<file path="config.mk">
export PLATFORM = sky130hd
export DESIGN_NAME = spi_ram_loader_flat
export DESIGN_NICKNAME = d
export VERILOG_FILES = /design/src/rtl/romulator_pkg.sv /design/src/rtl/spi_ram_loader_if.sv /design/src/rtl/spi_sync.sv /design/src/rtl/spi_ram_loader.sv /design/src/flat_wrapper.sv
export SDC_FILE = /design/constraint.sdc
export NUM_CORES = 1
export LEC_CHECK = 0
export ABC_AREA = 1
export BUFFER_PORTS_ARGS = -buffer_cell sky130_fd_sc_hd__buf_2
export CAP_MARGIN = 20
export CORE_UTILIZATION = 45
export DETAILED_ROUTE_END_ITERATION = 16
export HOLD_SLACK_MARGIN = 0.06
export PLACE_DENSITY = 0.72
export SLEW_MARGIN = 15
export SYNTH_ARGS = -nofsm -noshare
export SYNTH_HDL_FRONTEND = slang
export SYNTH_SLANG_ARGS = --single-unit
</file>
<file path="constraint.sdc">
create_clock -name clk -period 1.6 [get_ports clk]
set_input_delay 0.4 -clock clk [delete_from_list [all_inputs] [get_ports clk]]
set_output_delay 0.4 -clock clk [all_outputs]
set_load 0.03 [all_outputs]
</file>
<file path="src/rtl/romulator_pkg.sv">
// Shared definitions for the SPI RAM loader.
//   CMD_WRITE / CMD_READ : host command bytes
//   SPI_SYNC_STAGES      : synchroniser depth for the asynchronous SPI inputs
//   loader_state_e       : loader state machine encoding
package romulator_pkg;

    localparam logic [7:0] CMD_WRITE = 8'h02;
    localparam logic [7:0] CMD_READ  = 8'h03;

    localparam int unsigned SPI_SYNC_STAGES = 2;

    typedef enum logic [2:0] {
        StIdle,
        StCmd,
        StAddrH,
        StAddrL,
        StWdata,
        StRdata,
        StIgnore,
        StAccess
    } loader_state_e;

endpackage

</file>
<file path="src/rtl/spi_ram_loader_if.sv">
// Byte-wide RAM port driven by the loader.
//   master : loader side (drives address, write data, strobes, ownership)
//   slave  : RAM / mux side (returns read data)
interface spi_ram_loader_if #(
    parameter int unsigned ADDR_WIDTH = 16
) ();

    logic [ADDR_WIDTH-1:0] ram_address;
    logic [7:0]            ram_datain;
    logic [7:0]            ram_dataa;
    logic                  ram_cs_n;
    logic                  ram_we_n;
    logic                  ram_own;

    modport master (
        output ram_address,
        output ram_datain,
        output ram_cs_n,
        output ram_we_n,
        output ram_own,
        input  ram_dataa
    );

    modport slave (
        input  ram_address,
        input  ram_datain,
        input  ram_cs_n,
        input  ram_we_n,
        input  ram_own,
        output ram_dataa
    );

endinterface

</file>
<file path="src/rtl/spi_sync.sv">
// Synchroniser plus edge detector for one asynchronous SPI input.
//   clk, reset : system clock, synchronous active-high reset
//   d_i        : asynchronous input
//   level_o    : synchronised level
//   rise_o     : one-cycle pulse on a synchronised 0->1 transition
//   fall_o     : one-cycle pulse on a synchronised 1->0 transition
module spi_sync
    import romulator_pkg::*;
(
    input  logic clk,
    input  logic reset,
    input  logic d_i,
    output logic level_o,
    output logic rise_o,
    output logic fall_o
);

    logic [SPI_SYNC_STAGES-1:0] sync_q, sync_d;
    logic                       prev_q, prev_d;

    always_comb begin
        sync_d = {sync_q[SPI_SYNC_STAGES-2:0], d_i};
        prev_d = sync_q[SPI_SYNC_STAGES-1];
    end

    // Reset to 0: a chip select already held low across reset then shows no
    // falling edge, so the loader waits for a fresh transaction.
    always_ff @(posedge clk) begin
        if (reset) begin
            sync_q <= '0;
            prev_q <= 1'b0;
        end else begin
            sync_q <= sync_d;
            prev_q <= prev_d;
        end
    end

    assign level_o = sync_q[SPI_SYNC_STAGES-1];
    assign rise_o  = level_o & ~prev_q;
    assign fall_o  = ~level_o & prev_q;

endmodule

</file>
<file path="src/rtl/spi_ram_loader.sv">
// SPI-slave (mode 0) front end that writes and reads back a byte-wide RAM.
//   clk, reset             : system clock, synchronous active-high reset
//   spi_sclk/cs_n/mosi     : asynchronous SPI inputs from the host
//   spi_miso               : serial read-back data, MSB first
//   ram                    : RAM port (address, data, active-low strobes, ownership)
// Transaction: command byte, address high, address low, then data bytes.
module spi_ram_loader
    import romulator_pkg::*;
#(
    parameter int unsigned ADDR_WIDTH = 16,
    parameter int unsigned DATA_WIDTH = 8
) (
    input  logic                 clk,
    input  logic                 reset,
    input  logic                 spi_sclk,
    input  logic                 spi_cs_n,
    input  logic                 spi_mosi,
    output logic                 spi_miso,
    spi_ram_loader_if.master     ram
);

    if (DATA_WIDTH != 8) begin : g_bad_data_width
        $error("spi_ram_loader: DATA_WIDTH must be 8");
    end
    if (ADDR_WIDTH < 1 || ADDR_WIDTH > 16) begin : g_bad_addr_width
        $error("spi_ram_loader: ADDR_WIDTH must be 1..16");
    end

    logic sclk_lvl, sclk_rise, sclk_fall;
    logic cs_lvl, cs_rise, cs_fall;
    logic mosi_lvl, mosi_rise, mosi_fall;
    logic unused_edges;

    spi_sync u_sync_sclk (
        .clk(clk), .reset(reset), .d_i(spi_sclk),
        .level_o(sclk_lvl), .rise_o(sclk_rise), .fall_o(sclk_fall)
    );
    spi_sync u_sync_cs (
        .clk(clk), .reset(reset), .d_i(spi_cs_n),
        .level_o(cs_lvl), .rise_o(cs_rise), .fall_o(cs_fall)
    );
    spi_sync u_sync_mosi (
        .clk(clk), .reset(reset), .d_i(spi_mosi),
        .level_o(mosi_lvl), .rise_o(mosi_rise), .fall_o(mosi_fall)
    );

    assign unused_edges = ^{sclk_lvl, cs_rise, mosi_rise, mosi_fall};

    loader_state_e         state_q, state_d, ret_q, ret_d;
    logic [2:0]            bit_cnt_q, bit_cnt_d;
    logic [7:0]            shift_q, shift_d;
    logic [7:0]            tx_q, tx_d;
    logic [7:0]            addr_hi_q, addr_hi_d;
    logic [ADDR_WIDTH-1:0] addr_q, addr_d;
    logic                  cmd_rd_q, cmd_rd_d;
    logic                  access_rd_q, access_rd_d;
    logic                  cs_n_q, cs_n_d;
    logic                  we_n_q, we_n_d;
    logic [7:0]            datain_q, datain_d;
    logic                  own_q, own_d;
    logic                  miso_q, miso_d;

    logic [7:0]            rx_byte;
    logic [15:0]           addr_full;

    always_comb begin
        state_d     = state_q;
        ret_d       = ret_q;
        bit_cnt_d   = bit_cnt_q;
        shift_d     = shift_q;
        tx_d        = tx_q;
        addr_hi_d   = addr_hi_q;
        addr_d      = addr_q;
        cmd_rd_d    = cmd_rd_q;
        access_rd_d = access_rd_q;
        cs_n_d      = 1'b1;
        we_n_d      = 1'b1;
        datain_d    = 8'h00;
        rx_byte     = {shift_q[6:0], mosi_lvl};
        addr_full   = {addr_hi_q, rx_byte};

        case (state_q)
            StIdle: begin
                bit_cnt_d = 3'd0;
                tx_d      = 8'h00;
                if (cs_fall) state_d = StCmd;
            end
            // Strobe cycle: RAM samples on the negedge, so read data is ready here.
            StAccess: begin
                addr_d = addr_q + ADDR_WIDTH'(1);
                if (access_rd_q) tx_d = ram.ram_dataa;
                state_d = cs_lvl ? StIdle : ret_q;
            end
            default: begin
                if (sclk_rise) begin
                    bit_cnt_d = bit_cnt_q + 3'd1;
                    shift_d   = rx_byte;
                end
                // The falling edge that closes bit 0 must not shift out a freshly
                // loaded MSB, so only falls inside a byte shift.
                if (sclk_fall && bit_cnt_q != 3'd0) tx_d = {tx_q[6:0], 1'b0};
                if (sclk_rise && bit_cnt_q == 3'd7) begin
                    case (state_q)
                        StCmd: begin
                            if (rx_byte == CMD_WRITE) begin
                                cmd_rd_d = 1'b0;
                                state_d  = StAddrH;
                            end else if (rx_byte == CMD_READ) begin
                                cmd_rd_d = 1'b1;
                                state_d  = StAddrH;
                            end else begin
                                state_d = StIgnore;
                            end
                        end
                        StAddrH: begin
                            addr_hi_d = rx_byte;
                            state_d   = StAddrL;
                        end
                        StAddrL: begin
                            addr_d = addr_full[ADDR_WIDTH-1:0];
                            if (cmd_rd_q) begin
                                state_d     = StAccess;
                                ret_d       = StRdata;
                                access_rd_d = 1'b1;
                                cs_n_d      = 1'b0;
                            end else begin
                                state_d = StWdata;
                            end
                        end
                        StWdata: begin
                            state_d     = StAccess;
                            ret_d       = StWdata;
                            access_rd_d = 1'b0;
                            cs_n_d      = 1'b0;
                            we_n_d      = 1'b0;
                            datain_d    = rx_byte;
                        end
                        StRdata: begin
                            state_d     = StAccess;
                            ret_d       = StRdata;
                            access_rd_d = 1'b1;
                            cs_n_d      = 1'b0;
                        end
                        default: ;
                    endcase
                end
                // A byte completing alongside cs_n rising is still committed.
                if (cs_lvl) begin
                    if (state_d == StAccess) ret_d = StIdle;
                    else                     state_d = StIdle;
                end
            end
        endcase

        own_d  = (state_d != StIdle);
        miso_d = (state_d == StRdata || (state_d == StAccess && ret_d == StRdata)) ?
                 tx_d[7] : 1'b0;
    end

    always_ff @(posedge clk) begin
        if (reset) begin
            state_q     <= StIdle;
            ret_q       <= StIdle;
            bit_cnt_q   <= 3'd0;
            shift_q     <= 8'h00;
            tx_q        <= 8'h00;
            addr_hi_q   <= 8'h00;
            addr_q      <= '0;
            cmd_rd_q    <= 1'b0;
            access_rd_q <= 1'b0;
            cs_n_q      <= 1'b1;
            we_n_q      <= 1'b1;
            datain_q    <= 8'h00;
            own_q       <= 1'b0;
            miso_q      <= 1'b0;
        end else begin
            state_q     <= state_d;
            ret_q       <= ret_d;
            bit_cnt_q   <= bit_cnt_d;
            shift_q     <= shift_d;
            tx_q        <= tx_d;
            addr_hi_q   <= addr_hi_d;
            addr_q      <= addr_d;
            cmd_rd_q    <= cmd_rd_d;
            access_rd_q <= access_rd_d;
            cs_n_q      <= cs_n_d;
            we_n_q      <= we_n_d;
            datain_q    <= datain_d;
            own_q       <= own_d;
            miso_q      <= miso_d;
        end
    end

    assign ram.ram_address = addr_q;
    assign ram.ram_datain  = datain_q;
    assign ram.ram_cs_n    = cs_n_q;
    assign ram.ram_we_n    = we_n_q;
    assign ram.ram_own     = own_q;
    assign spi_miso        = miso_q;

endmodule

</file>
<file path="src/flat_wrapper.sv">
// flat-port wrapper written by rule: the top's interface ports become plain ports
module spi_ram_loader_flat import romulator_pkg::*;
#(
    parameter int unsigned ADDR_WIDTH = 16,
    parameter int unsigned DATA_WIDTH = 8
)
  (clk, reset, spi_sclk, spi_cs_n, spi_mosi, spi_miso, ram_ram_address, ram_ram_datain, ram_ram_cs_n, ram_ram_we_n, ram_ram_own, ram_ram_dataa);
  spi_ram_loader_if #(.ADDR_WIDTH(ADDR_WIDTH)) ram_i ();
  input  logic clk;
  input  logic reset;
  input  logic spi_sclk;
  input  logic spi_cs_n;
  input  logic spi_mosi;
  output logic spi_miso;
  output wire logic [$bits(ram_i.ram_address)-1:0] ram_ram_address;
  output wire logic [$bits(ram_i.ram_datain)-1:0] ram_ram_datain;
  output wire logic [$bits(ram_i.ram_cs_n)-1:0] ram_ram_cs_n;
  output wire logic [$bits(ram_i.ram_we_n)-1:0] ram_ram_we_n;
  output wire logic [$bits(ram_i.ram_own)-1:0] ram_ram_own;
  input wire logic [$bits(ram_i.ram_dataa)-1:0] ram_ram_dataa;
  assign ram_ram_address = ram_i.ram_address;
  assign ram_ram_datain = ram_i.ram_datain;
  assign ram_ram_cs_n = ram_i.ram_cs_n;
  assign ram_ram_we_n = ram_i.ram_we_n;
  assign ram_ram_own = ram_i.ram_own;
  assign ram_i.ram_dataa = ram_ram_dataa;
  spi_ram_loader #(.ADDR_WIDTH(ADDR_WIDTH), .DATA_WIDTH(DATA_WIDTH)) u_core (.clk(clk), .reset(reset), .spi_sclk(spi_sclk), .spi_cs_n(spi_cs_n), .spi_mosi(spi_mosi), .spi_miso(spi_miso), .ram(ram_i));
endmodule
</file>
; Word-level counts from Yosys, hierarchy flattened
; Index checks and enable logic that the tools add are counted.
[totals]
regBits = 70
in_bits = 13
output_inout_bits = 28
elab_cells = 106
[classes]
n_addsub = 2
n_eq_ne = 15
muxes = 32
bitwise_logic = 12
reduce_logical = 25
[ops]
columns = cell, count
row1 = 3-bit 2-to-1 mux, 14
row2 = 16-bit 2-to-1 mux, 2
row3 = 16-bit one-hot mux with 2 select lines, 1
row4 = 3-bit == test (second input constant), 8
row5 = 16-bit by 1-bit adder with 16-bit output (second input constant), 1
row6 = 8-bit by 2-bit == test with 1-bit output (second input constant), 2
row7 = 8-bit 2-to-1 mux, 2
row8 = 8-bit one-hot mux with 2 select lines, 1
row9 = 3-bit one-hot mux with 2 select lines, 2
row10 = 3-bit one-hot mux with 4 select lines, 1
row11 = 3-bit nonzero test, 4
row12 = 1-bit inverter, 9
row13 = 3-bit one-hot mux with 3 select lines, 1
row14 = 4-bit AND reduction, 2
row15 = 2-bit nonzero test, 4
row16 = 3-bit by 2-bit == test with 1-bit output (second input constant), 2
row17 = 2-bit AND reduction, 3
row18 = 3-bit AND reduction, 2
row19 = 2-bit OR reduction, 3
row20 = 1-bit 2-to-1 mux, 5
row21 = 5-bit OR reduction, 1
row22 = 2-bit by 1-bit inequality test with 1-bit output (second input constant), 2
row23 = 4-bit OR reduction, 1
row24 = 3-bit by 1-bit adder with 3-bit output (second input constant), 1
row25 = 8 further kinds, 12

; Depth between registers and ports, before layout
; Gate-level depths: netlist of run 1.
[depth]
ltp_word = 15
mapped_depth = 12
mapped_depth_nobuf = 12

; Cells and area by module
; A second synthesis of run 1 with hierarchy kept.
[hier_totals]
hier_cells = 452
hier_area_um2 = 3175.5
[modules_own_cells]
columns = mod, n_inst, cells_per_inst, area_each_um2, seq_area_each_um2
row1 = spi_ram_loader, 1, 416, 2894.0, 1241.2
row2 = spi_sync, 3, 12, 93.8, 60.1

; Worst setup path after synthesis of run 1
; No wires, ideal clock.
[synth_timing]
path_kind = register -> register
from = reg u_core.addr_q[0] (netlist: u_core.ram.ram_address[0])
to = reg u_core.addr_q[14] (netlist: u_core.ram.ram_address[14])
setup_ps = 70
arrival_ps = 1597
required_ps = 1530
setup_slack_ps = -67
path_stages_with_launch = 9
path_buffers = 0
cell_sequence = dfxtp_1 -> ha_1 -> nand2_1 -> nor3_2 -> nand3_1 -> or2_0 -> nand3_1 -> nand2_1 -> a21oi_1
[synth_via]
elab_chain_len = 2
[synth_lines]
columns = item, line
row1 = start: declaration, spi_ram_loader.sv:54  ; logic [ADDR_WIDTH-1:0] addr_q, addr_d;
row2 = start signal: assignment, spi_ram_loader.sv:183  ; addr_q <= addr_d;
row3 = 16-bit by 1-bit adder with 16-bit output, spi_ram_loader.sv:90  ; addr_d = addr_q + ADDR_WIDTH'(1);
row4 = 16-bit one-hot mux with 2 select lines, spi_ram_loader.sv:82  ; case (state_q)
; Every way passes these cells.
; A chain may end at the register's enable or synchronous reset.

; Worst setup path in the final report of run 1
[layout_timing]
from = reg u_core.bit_cnt_q[1]
to = reg u_core.addr_q[12] (netlist: u_core.ram.ram_address[12])
[layout_via]
elab_chain_len = 4
[layout_lines]
columns = item, line
row1 = start: declaration, spi_ram_loader.sv:50  ; logic [2:0] bit_cnt_q, bit_cnt_d;
row2 = start signal: assignment, spi_ram_loader.sv:179  ; bit_cnt_q <= bit_cnt_d;
row3 = 3-bit == test, spi_ram_loader.sv:102  ; if (sclk_rise && bit_cnt_q == 3'd7) begin
row4 = 1-bit logical AND, spi_ram_loader.sv:102
row5 = 2-bit nonzero test (no line), --
row6 = 3-bit AND reduction (no line), --
; Every way passes these cells.

==> metrics.yaml, run 1 <==
clock_network:
  clock-sinks: 70
  path_clk_slew_ps: 80
  cts_root_buffer: "clkbuf_8"
  clockBufferDepth: 2
  clk_latency_ps: 360
  cts_tree: "yes"
  cts-htree-levels: 3
  cts_hold_buf: 0
  cts_made_buffers: 9
synth:
  synthTopCellsByArea: "dfxtp_1, nand2_1, inv_1"
  synth_top_area_cell: "dfxtp_1"
  synth_edf_count: 0
  synth.distinct_cells: 33
  syn_inst: 443
  synth_top_area_share: 0.4439
  ys_ff_latch: 70
  synth_ff_type: "dfxtp_1"
  synth.net_count: 460
  netlist_area_mm2: 0.003157
  yosys_warnings: 0
  yosysSeqAreaShare: 0.4439
  syn_avg_cell_area_um2: 7.126
  async_flop_share: 0
power:
  power_w: 0.003302
  p_leak_nw: 1.710
  ir_drop_v: 0.0004425
  powerDensity_mw_per_mm2: 801.7
floorplanning:
  start_util: 0.4646
  die_h_um: 85.76
  core_area_mm2: 0.006794
  io_pins: 41
  fp-row-count: 30
  die_x_um: 85.76
  die-area_mm2: 0.007354
critical_path:
  required_ps: 1900
  timing.rr.start: "u_core.bit_cnt_q[1]"
  crit_type: "register to register"
  crit_fanout: 5
  r2r_setup_slack_ps: -40
  r2r-end: "u_core.ram.ram_address[12]"
  crit_arrival_ps: 1940
  worst_setup_path_start_kind: "register"
  cp-end-kind: "register"
  rr_worst_depth: 12
timing:
  hold_viol: 0
  setup_viol: 6
  finalMaxSlewViolations: 0
  timing.slew.headroom: 0.6583
  whs_ps: 234.7
  period_minus_slack_ps: 1642
  skew_ps: 12.61
  period_share: 1.026
  rsz0062_at_grt: "true"
  fin_ws_ps: -41.56
  fmax_ghz: 0.6092
  tightestPinTransition_ps: 512.0
grt:
  grt_pass1_vias: 2686
  grt_antenna_before_repair: 0
  grt_pass1_wl_um: 12560
  grt_usage: 0.2189
  grt_max_degree: 35
  gr-total-overflow: 0
detailed_routing:
  drtPass1Iterations: 6
  drc_errors: 0
  drtIter0Drc: 295
  wl_per_cell_um: 13.18
  vias: 3145
  antenna_left: 0
  vias_per_cell: 5.122
  finalWirelength_um: 8094
place:
  place_hpwl_um: 5466
  gp_congestion: 0.9123
  io_buffers: 40
  pre_cts_slack_ps: -80.02
min_path:
  hold_end: "u_core.u_sync_cs.sync_q[0]"
  hold_class: "primary input to register"
  hold_start: "spi_cs_n"
  hold_path_depth: 3
layout:
  drive_gt1_frac: 0.2934
  fin_util: 0.6063
  nNetsFinal: 530
  num-fill-cells: 588
  n_antenna_cell: 0
  areaGrowthSynthToFinish_pct: 30.48
outcome:
  status: "finished with violations"
  violations: "negative setup slack"
job:
  maxCapViolations: 0
## metal layers
layer,global-route usage,vias to the layer above,part of all wire
met5,0,-,0
met4,0.08788,0,0.016
met3,0.05390,14,0.069
met2,0.3411,114,0.47
met1,0.2917,1444,0.45
li1,-,1573,-
## registers in the layout, summed over array words and instances, names as in the netlist, 2 cells and up
name	flops
u_core.ram.ram_address	16
u_core.shift_q	7
u_core.u_sync_cs.sync_q	2
u_core.state_q	3
u_core.tx_q	8
u_core.ram.ram_datain	8
u_core.ret_q	3
u_core.u_sync_sclk.sync_q	2
u_core.addr_hi_q	8
u_core.bit_cnt_q	3
u_core.u_sync_mosi.sync_q	2
## worst max path at each step
stage	end	cells after the start	slack, ps	startpoint
finish	u_core.ram.ram_address[12]	12	-40	u_core.bit_cnt_q[1]
detailed placement	u_core.ram.ram_address[8]	9	-80	u_core.bit_cnt_q[1]
global route	u_core.spi_miso	12	-170	u_core.bit_cnt_q[1]
CTS	u_core.spi_miso	12	0.4	u_core.bit_cnt_q[1]
global placement	u_core.ram.ram_address[4]	11	-20	u_core.bit_cnt_q[1]
floorplan	u_core.ram.ram_address[4]	11	-10	u_core.bit_cnt_q[1]
## timing repair
item / in CTS / in global routing
buffers inserted: 0 / 6
pin swaps: 2 / 13
gates resized for setup: 7 / 60
hold endpoints to repair: 0 / 0
cloned: 0 / 1
endpoints found under the setup margin: 22 / 56
## worst max-delay path, stage by stage (launching register included)
cell	delay, ps
dfxtp_2	370
ha_4	140
ha_4	120
inv_2	40
nor2_4	160
buf_12	140
nand2_8	60
nor2_4	160
buf_6	140
nand2_1	50
o21ai_1	80
a21oi_1	60
nor2_1	80
## layout by cell type (no fill, tap or decap), types with 3 or more instances in the layout
cell / synthesis / routed
a21oi_1: 40 / 36
a21oi_2: 2 / 6
a22oi_1: 6 / 6
a31oi_1: 3 / 3
buf_12: 0 / 5
buf_2: 1 / 40
buf_4: 2 / 21
buf_6: 2 / 3
clkbuf_8: 0 / 10
dfxtp_1: 70 / 62
dfxtp_2: 0 / 8
inv_1: 56 / 51
inv_2: 4 / 7
nand2_1: 105 / 93
nand2_2: 2 / 10
nand2_4: 0 / 3
nand3_1: 26 / 25
nand4_1: 3 / 3
nor2_1: 49 / 48
nor2_2: 3 / 3
nor2_4: 5 / 6
nor3_1: 6 / 5
o21ai_0: 30 / 18
o21ai_1: 0 / 5
o21ai_2: 1 / 8
or2_2: 3 / 3
## kinds of logic after synthesis
kind of cell    count (synthesis)  share of synthesized area
compound gates                 90                     0.1589
xor+xnor                        2                   0.005550
fa+ha+maj                       4                    0.01585
buf+inv                        71                    0.09195
flops                          70                     0.4439
simple gates                  206                     0.2838
## synthesized netlist by cell type, types with 4 or more instances
master / instances
o21ai_0: 30
nand3_1: 26
ha_1: 4
a22oi_1: 6
a21oi_1: 40
nand2_1: 105
nor2_4: 5
nor3_1: 6
inv_1: 56
nor2_1: 49
inv_2: 4
clkbuf_1: 6
dfxtp_1: 70
## cell type report
cell class | instances | area, um^2 | area share
timing repair buffer | 70 | 516.7 | 0.1255
inverter | 60 | 230.2 | 0.05589
tap | 96 | 120.1 | 0.02916
clock buffer | 11 | 141.4 | 0.03433
sequential | 70 | 1411 | 0.3426
clock inverter | 5 | 58.81 | 0.01428
multi-input combinational | 302 | 1640 | 0.3982
## stage by stage
step | std cells | area, um^2 | setup TNS (ps)
after global placement | 591 | 3615 | -22.94
after global routing | 614 | 4119 | -1619
after CTS | 607 | 3821 | 0
final | 614 | 4119 | -126.4
after floorplan | 443 | 3162 | -18.74
after detailed placement | 591 | 3615 | -584.4
## power by group
| part | switching [W] | internal [W] | leakage (nW) | total (W) |
|---|---|---|---|---|
| Clock | 0.000695 | 0.000762 | 0.0955 | 0.00146 |
| Sequential | 0.00000596 | 0.00175 | 0.569 | 0.00176 |
| Combinational | 0.0000561 | 0.0000320 | 1.05 | 0.0000881 |
Power figures use the tool's default switching activity.
==> run 2: changes to the inputs <==
--- a/config.mk
+++ b/config.mk
@@ -5,7 +5,7 @@
 export SDC_FILE = /design/constraint.sdc
 export NUM_CORES = 1
 export LEC_CHECK = 0
-export ABC_AREA = 1
+export ABC_AREA = 0
 export BUFFER_PORTS_ARGS = -buffer_cell sky130_fd_sc_hd__buf_2
 export CAP_MARGIN = 20
 export CORE_UTILIZATION = 45
==> run 2 against run 1 <==
Against the previous run:
- the flow finishes with violations (design-rule violations, negative setup slack)
- register-to-register slack worse by 50 ps
- design area up 3.6%
- total power up 7.5%
- count of clock-buffer cells in the layout unchanged
- sequential cell count unchanged
- die area down 3.9%
- clock skew up 1.7 ps
- synthesized cell count down 23%
- area after synthesis down 4.0%
- combinational power up 62%
- sequential share of layout area down 0.85 points
- critical endpoint is now u_core.ram.ram_address[4]
- largest power group unchanged
- highest routed layer unchanged
==> metrics.yaml, run 2 <==
floorplanning:
  die-area_mm2: 0.007064  # -3.9%
  die_h_um: 84.05  # -2.0%
  die_x_um: 84.05  # -2.0%
  fp-row-count: 29  # -3.3%
  core_area_mm2: 0.006422  # -5.5%
  io_pins: 41  # unchanged
  start_util: 0.4717  # +0.007013
synth:
  async_flop_share: 0  # unchanged
  synth_top_area_cell: "dfxtp_1"
  synth.distinct_cells: 44  # +33%
  syn_avg_cell_area_um2: 8.883  # +25%
  yosys_warnings: 0  # unchanged
  netlist_area_mm2: 0.003029  # -4.0%
  synth.net_count: 358  # -22%
  ys_ff_latch: 70  # unchanged
  synth_top_area_share: 0.4626  # +0.01870
  synth_ff_type: "dfxtp_1"
  synthTopCellsByCount: "dfxtp_1, nor2_1, nand2_1, a21oi_1, mux2i_1"
  synth_edf_count: 0  # unchanged
  yosysSeqAreaShare: 0.4626  # +0.01870
  synth_most_common_cell: "dfxtp_1"
  syn_inst: 341  # -23%
  synthTopCellsByArea: "dfxtp_1, mux2i_1, nor2_1"
timing:
  rsz0062_at_grt: "true"
  period_share: 1.058  # +0.03212
  timing.slew.headroom: 0.6901  # +0.03180
  period_minus_slack_ps: 1693  # +51.39 ps
  fin_ws_ps: -92.96  # -51.39 ps
  setup_viol: 25  # +19
  tightestPinTransition_ps: 464.9  # -47.14 ps
  finalMaxSlewViolations: 0  # unchanged
  hold_viol: 0  # unchanged
  setup-tns-final_ps: -1081  # -954.2 ps
  fmax_ghz: 0.5907  # -3.0%
  skew_ps: 14.31  # +1.699 ps
critical_path:
  cp_top_family: "simple AND/OR/NAND/NOR gates"
  timing.rr.start: "u_core.bit_cnt_q[1]"
  crit_buf_inv: 1  # -2
  crit_arrival_ps: 1940  # about the same
  slowest_delay_ps: 360  # about the same
  worst_setup_path_start_kind: "register"
  cp-end-kind: "register"
  cp.depth: 8  # -4
  cp_common_cell: "ha_4"
  r2r_setup_slack_ps: -90  # -50 ps
  crit_type: "register to register"
  critPathSlowestCell: "dfxtp_4"
  required_ps: 1840  # -60 ps
  rr_worst_depth: 8  # -4
  cp_cell_sequence: "ha_4 -> ha_4 -> and3b_2 -> nand2_4 -> nor2_4 -> clkbuf_16 -> a221oi_2 -> nor2_1"
  r2r-end: "u_core.ram.ram_address[4]"
  crit_fanout: 7  # +2
job:
  maxCapViolations: 0  # unchanged
grt:
  grt_pass1_vias: 2672  # -0.52%
  grt_usage: 0.2284  # +0.009510
  grt_max_degree: 19  # -46%
  grt_pass1_wl_um: 12630  # +0.60%
  gr-total-overflow: 0  # unchanged
  grt_antenna_before_repair: 0  # unchanged
layout:
  layout_common_cells: "dfxtp_1, buf_4, nor2_1"
  final_cell_count_no_fill: 506  # -18%
  num-fill-cells: 511  # -13%
  n_antenna_cell: 0  # unchanged
  drive_gt1_frac: 0.4266  # +0.1331
  areaGrowthSynthToFinish_pct: 40.81
  layout_commonest_cell: "dfxtp_1"
  fin_util: 0.6641  # +0.05787
  nNetsFinal: 441  # -17%
  largest_reg_flops: 16  # unchanged
power:
  powerDensity_mw_per_mm2: 832.4  # +3.8%
  p_leak_nw: 1.732  # +1.3%
  ir_drop_v: 0.0006729  # +52%
detailed_routing:
  vias_per_cell: 5.670  # +11%
  finalWirelength_um: 8080  # -0.17%
  wl_per_cell_um: 15.97  # +21%
  vias: 2869  # -8.8%
  drtIter0Drc: 174  # -41%
  antenna_left: 0  # unchanged
  drtPass1Iterations: 13  # +7
  drc_errors: 9  # +9
clock_network:
  cts-htree-levels: 3  # unchanged
  clk_latency_ps: 360  # about the same
  path_clk_slew_ps: 80  # about the same
  cts_root_buffer: "clkbuf_8"
  clock-sinks: 70  # unchanged
  clockBufferDepth: 2  # unchanged
  cts_hold_buf: 0  # unchanged
  cts_made_buffers: 9  # unchanged
  cts_tree: "yes"
outcome:
  status: "finished with violations"
  violations: "design-rule violations, negative setup slack"
place:
  io_buffers: 40  # unchanged
  dp_cells: 484  # -18%
  gp_congestion: 0.8654  # -5.1%
  place_hpwl_um: 5222  # -4.5%
min_path:
  hold_start: "spi_sclk"
  hold_class: "primary input to register"
  hold_end: "u_core.u_sync_sclk.sync_q[0]"
  hold_path_depth: 2  # -1
-- run 2: cell types whose count changed after synthesis, moves of 10 or more --
cell     delta
and2_1     +10
o21ai_0    -16
a21oi_1    -23
nand2_1    -76
mux2i_1    +17
nand3_1    -17
inv_1      -52
-- run 2: kinds of logic (layout without fill, tap and decap cells) --
group / count (synthesis) / in the layout / synth area share
fa+ha+maj: 4 / 4 / 0.01652
flops: 70 / 70 / 0.4626
buf+inv: 22 / 109 / 0.03346
compound gates: 81 / 81 / 0.1793
simple gates: 145 / 146 / 0.2445
mux: 19 / 19 / 0.06361
-- run 2: per-stage QoR --
stage / setup slack (ps) / hold WS (ps) / total power (W) / cell area [um^2]
floorplan: -63.73 / 413.8 / 0.001884 / 3177
global placement: -113.8 / 421.5 / 0.001929 / 3734
detailed placement: -108.9 / 421.8 / 0.001929 / 3734
CTS: -58.90 / 241.3 / 0.003570 / 4104
global route: -154.7 / 239.5 / 0.003685 / 4265
finish: -92.96 / 243.3 / 0.003550 / 4265
-- run 2: cell type report --
type                            instances  area [um^2]  area share
Multi-Input combinational cell        250         1874      0.4394
Sequential cell                        70         1425      0.3341
Timing Repair Buffer                   89        621.8      0.1458
Clock buffer                           11        151.4     0.03549
Tap cell                               77        96.34     0.02259
Clock inverter                          5        81.33     0.01907
Inverter                                4        15.01    0.003520
-- run 2: routing by layer --
layer  track usage  wire, um  vias to the layer above
met5             0         0                        -
met4       0.09875       245                        0
met3       0.06528       395                       22
met2        0.3733      3902                       93
met1        0.2800      3537                     1351
li1              -         -                     1403
-- run 2: where the power goes --
group,switching (W),internal [W],total (W)
Sequential,0.0000104,0.00175,0.00176
Clock,0.000683,0.000962,0.00165
Combinational,0.0000802,0.0000631,0.000143
-- run 2: how the worst max path moves through the flow --
stage	to	slack, ps	startpoint
finish	u_core.ram.ram_address[4]	-90	u_core.bit_cnt_q[1]
global route	u_core.ram.ram_address[8]	-150	u_core.bit_cnt_q[1]
CTS	u_core.spi_miso	-60	u_core.bit_cnt_q[1]
detailed placement	u_core.ram.ram_address[12]	-110	u_core.bit_cnt_q[1]
global placement	u_core.spi_miso	-110	u_core.bit_cnt_q[1]
floorplan	u_core.ram.ram_address[12]	-60	u_core.ram.ram_address[1]
-- run 2: timing repair --
action	CTS	global route
hold endpoints to repair	0	0
buffers inserted	3	0
pin swaps	14	21
resized for setup	31	32
endpoints found under the setup margin	45	55
gates cloned	1	2
==> run 3: changes to the inputs <==
--- a/config.mk
+++ b/config.mk
@@ -8,10 +8,10 @@
 export ABC_AREA = 0
 export BUFFER_PORTS_ARGS = -buffer_cell sky130_fd_sc_hd__buf_2
 export CAP_MARGIN = 20
-export CORE_UTILIZATION = 45
+export CORE_UTILIZATION = 35
 export DETAILED_ROUTE_END_ITERATION = 16
 export HOLD_SLACK_MARGIN = 0.06
-export PLACE_DENSITY = 0.72
+export PLACE_DENSITY = 0.6
 export SLEW_MARGIN = 15
 export SYNTH_ARGS = -nofsm -noshare
 export SYNTH_HDL_FRONTEND = slang
==> run 3 against run 2 <==
Against the previous run:
- the run ends with negative setup slack left
- clock power fell by 16%
- clock skew is 2.2 ps lower
- sequential power about the same
- register-to-register slack about the same
- global-route usage decreased by 4.7 points
- non-clock buffer count is 3 higher
- worst hold slack gained 17 ps
- critical path type unchanged
- largest cell class unchanged
- highest routed layer unchanged
==> metrics.yaml, run 3 (same netlist as run 2, synthesis figures left out) <==
layout:
  largest_reg_flops: 16  # unchanged
  nNetsFinal: 443  # +0.45%
  fin_util: 0.5088  # -0.1553
  fin_area_mm2: 0.004223  # -1.0%
  n_antenna_cell: 0  # unchanged
  areaGrowthSynthToFinish_pct: 39.41
  layout_common_cells: "dfxtp_1, buf_4, nor2_1, buf_2, nand2_1"
  layout_commonest_cell: "dfxtp_1"
  drive_gt1_frac: 0.4014  # -0.02518
timing:
  finalMaxSlewViolations: 0  # unchanged
  skew_ps: 12.09  # -2.227 ps
  whs_ps: 260.2  # +16.85 ps
  setup_viol: 15  # -40%
  fin_ws_ps: -103.5  # -10.50 ps
  timing.slew.headroom: 0.6728  # -0.01723
  period_minus_slack_ps: 1703  # +10.50 ps
  period_share: 1.065  # +0.006565
  hold_viol: 0  # unchanged
  fmax_ghz: 0.5870  # -0.62%
  setup-tns-final_ps: -562.7  # +517.8 ps
  tightestPinTransition_ps: 487.0  # +22.10 ps
  rsz0062_at_grt: "true"
floorplanning:
  io_pins: 41  # unchanged
  core_area_mm2: 0.008299  # +29%
  die_x_um: 95.03  # +13%
  start_util: 0.3650  # -0.1067
  die-area_mm2: 0.009031  # +28%
  fp-row-count: 33  # +14%
  die_h_um: 95.03  # +13%
clock_network:
  clockBufferDepth: 2  # unchanged
  cts_hold_buf: 0  # unchanged
  clock-sinks: 70  # unchanged
  cts_made_buffers: 9  # unchanged
  cts_root_buffer: "clkbuf_8"
  cts_tree: "yes"
  clk_latency_ps: 350  # about the same
  path_clk_slew_ps: 80  # about the same
  cts-htree-levels: 3  # unchanged
detailed_routing:
  drtPass1Iterations: 6  # -7
  drc_errors: 0  # -9
  antenna_left: 0  # unchanged
  vias_per_cell: 5.201  # -8.3%
  wl_per_cell_um: 14.75  # -7.6%
  drtIter0Drc: 89  # -49%
  finalWirelength_um: 7906  # -2.2%
  vias: 2788  # -2.8%
power:
  pwr-share-clk: 0.423  # -0.040
  p_sw_frac: 0.2342  # +0.01627
  seq_power_share: 0.535  # +0.039
  power_w: 0.003291  # -7.3%
  ir_drop_v: 0.0004851  # -28%
  combPwrFrac: 0.042  # +0.002
  powerDensity_mw_per_mm2: 779.4  # -6.4%
  p_leak_nw: 1.692  # -2.3%
  intPower_w: 0.002520  # -9.2%
  p_sw_w: 0.0007708  # -0.38%
outcome:
  violations: "negative setup slack"
  status: "finished with violations"
min_path:
  hold_class: "primary input to register"
  hold_start: "spi_cs_n"
  hold_end: "u_core.u_sync_cs.sync_q[0]"
  hold_path_depth: 2  # unchanged
critical_path:
  required_ps: 1860  # +20 ps
  rr_worst_depth: 7  # -1
  timing.rr.start: "u_core.bit_cnt_q[1]"
  cp-end-kind: "register"
  r2r_setup_slack_ps: -100  # about the same
  r2r-end: "u_core.spi_miso"
  crit_fanout: 6  # -1
  crit_type: "register to register"
  worst_setup_path_start_kind: "register"
  crit_arrival_ps: 1970  # +30 ps
grt:
  grt_max_degree: 24  # +5
  gr-total-overflow: 0  # unchanged
  grt_pass1_wl_um: 12400  # -1.9%
  grt_pass1_vias: 2620  # -1.9%
  grt_usage: 0.1817  # -0.04674
  grt_antenna_before_repair: 0  # unchanged
place:
  placed_area_mm2: 0.003771  # +1.0%
  place_hpwl_um: 5549  # +6.3%
  gp_congestion: 0.8794  # +1.6%
  io_buffers: 40  # unchanged
job:
  maxCapViolations: 0  # unchanged
==> run 3: cell types whose count changed in the layout (fill, tap and decap cells not counted), sizes merged <==
| cell | before | now |
|---|---|---|
| buf | 88 | 92 |
| bufinv | 2 | 1 |
| clkbuf | 12 | 9 |
| clkinv | 2 | 4 |
| clkinvlp | 1 | 2 |
| nor2 | 46 | 45 |
==> run 3: worst max-delay path, stage by stage, from the launching register on <==
cell and delay (ps):
dfxtp_4 380, ha_4 150, ha_4 120, and3b_2 270, nand2_1 100, a21oi_2 160, o22ai_2 130, nor4_2 300
==> run 3: how the worst max path moves through the flow <==
stage	startpoint	endpoint	depth (start not counted)	slack (ps)
detailed placement	u_core.bit_cnt_q[1]	u_core.spi_miso	7	-130
global route	u_core.bit_cnt_q[1]	u_core.ram.ram_address[6]	8	-190
floorplan	u_core.ram.ram_address[1]	u_core.ram.ram_address[12]	7	-60
finish	u_core.bit_cnt_q[1]	u_core.spi_miso	7	-100
CTS	u_core.bit_cnt_q[0]	u_core.spi_miso	8	-50
global placement	u_core.bit_cnt_q[1]	u_core.spi_miso	7	-90
==> run 3: cell type report <==
| class | count | area (um^2) |
|---|---|---|
| multi-input combinational | 249 | 1832 |
| sequential | 70 | 1425 |
| tap | 105 | 131.4 |
| clock inverter | 7 | 65.06 |
| inverter | 4 | 17.52 |
| fill | 766 | 4076 |
| clock buffer | 9 | 123.9 |
| timing repair buffer | 92 | 628.1 |
==> run 3: what timing repair did <==
item / CTS / global route
gates resized for setup: 20 / 34
setup endpoints to repair: 30 / 51
gates cloned: 0 / 1
setup buffers: 3 / 3
pin swaps: 9 / 23
==> run 3: through the flow <==
step                std cells  worst slack, ps
floorplan                 341           -63.73
detailed placement        514           -131.7
CTS                       533           -49.24
global placement          514           -86.11
finish                    536           -103.5
global route              536           -188.5
==> run 3: power by group through the flow <==
stage	clock, W	sequential (W)	combinational, W
2_1_floorplan	0	0.00181	0.0000776
4_1_cts	0.00143	0.00176	0.000131
3_5_place_dp	0	0.00180	0.000127
5_1_grt	0.00151	0.00176	0.000151
6_report	0.00139	0.00176	0.000137
3_3_place_gp	0	0.00181	0.000127
==> run 3: per-layer routing <==
metal,vias to the layer above,track usage,part of all wire
met5,-,0,0
met4,0,0.07449,0.018
met3,11,0.04306,0.031
met2,56,0.3040,0.49
met1,1317,0.2235,0.46
li1,1404,-,-
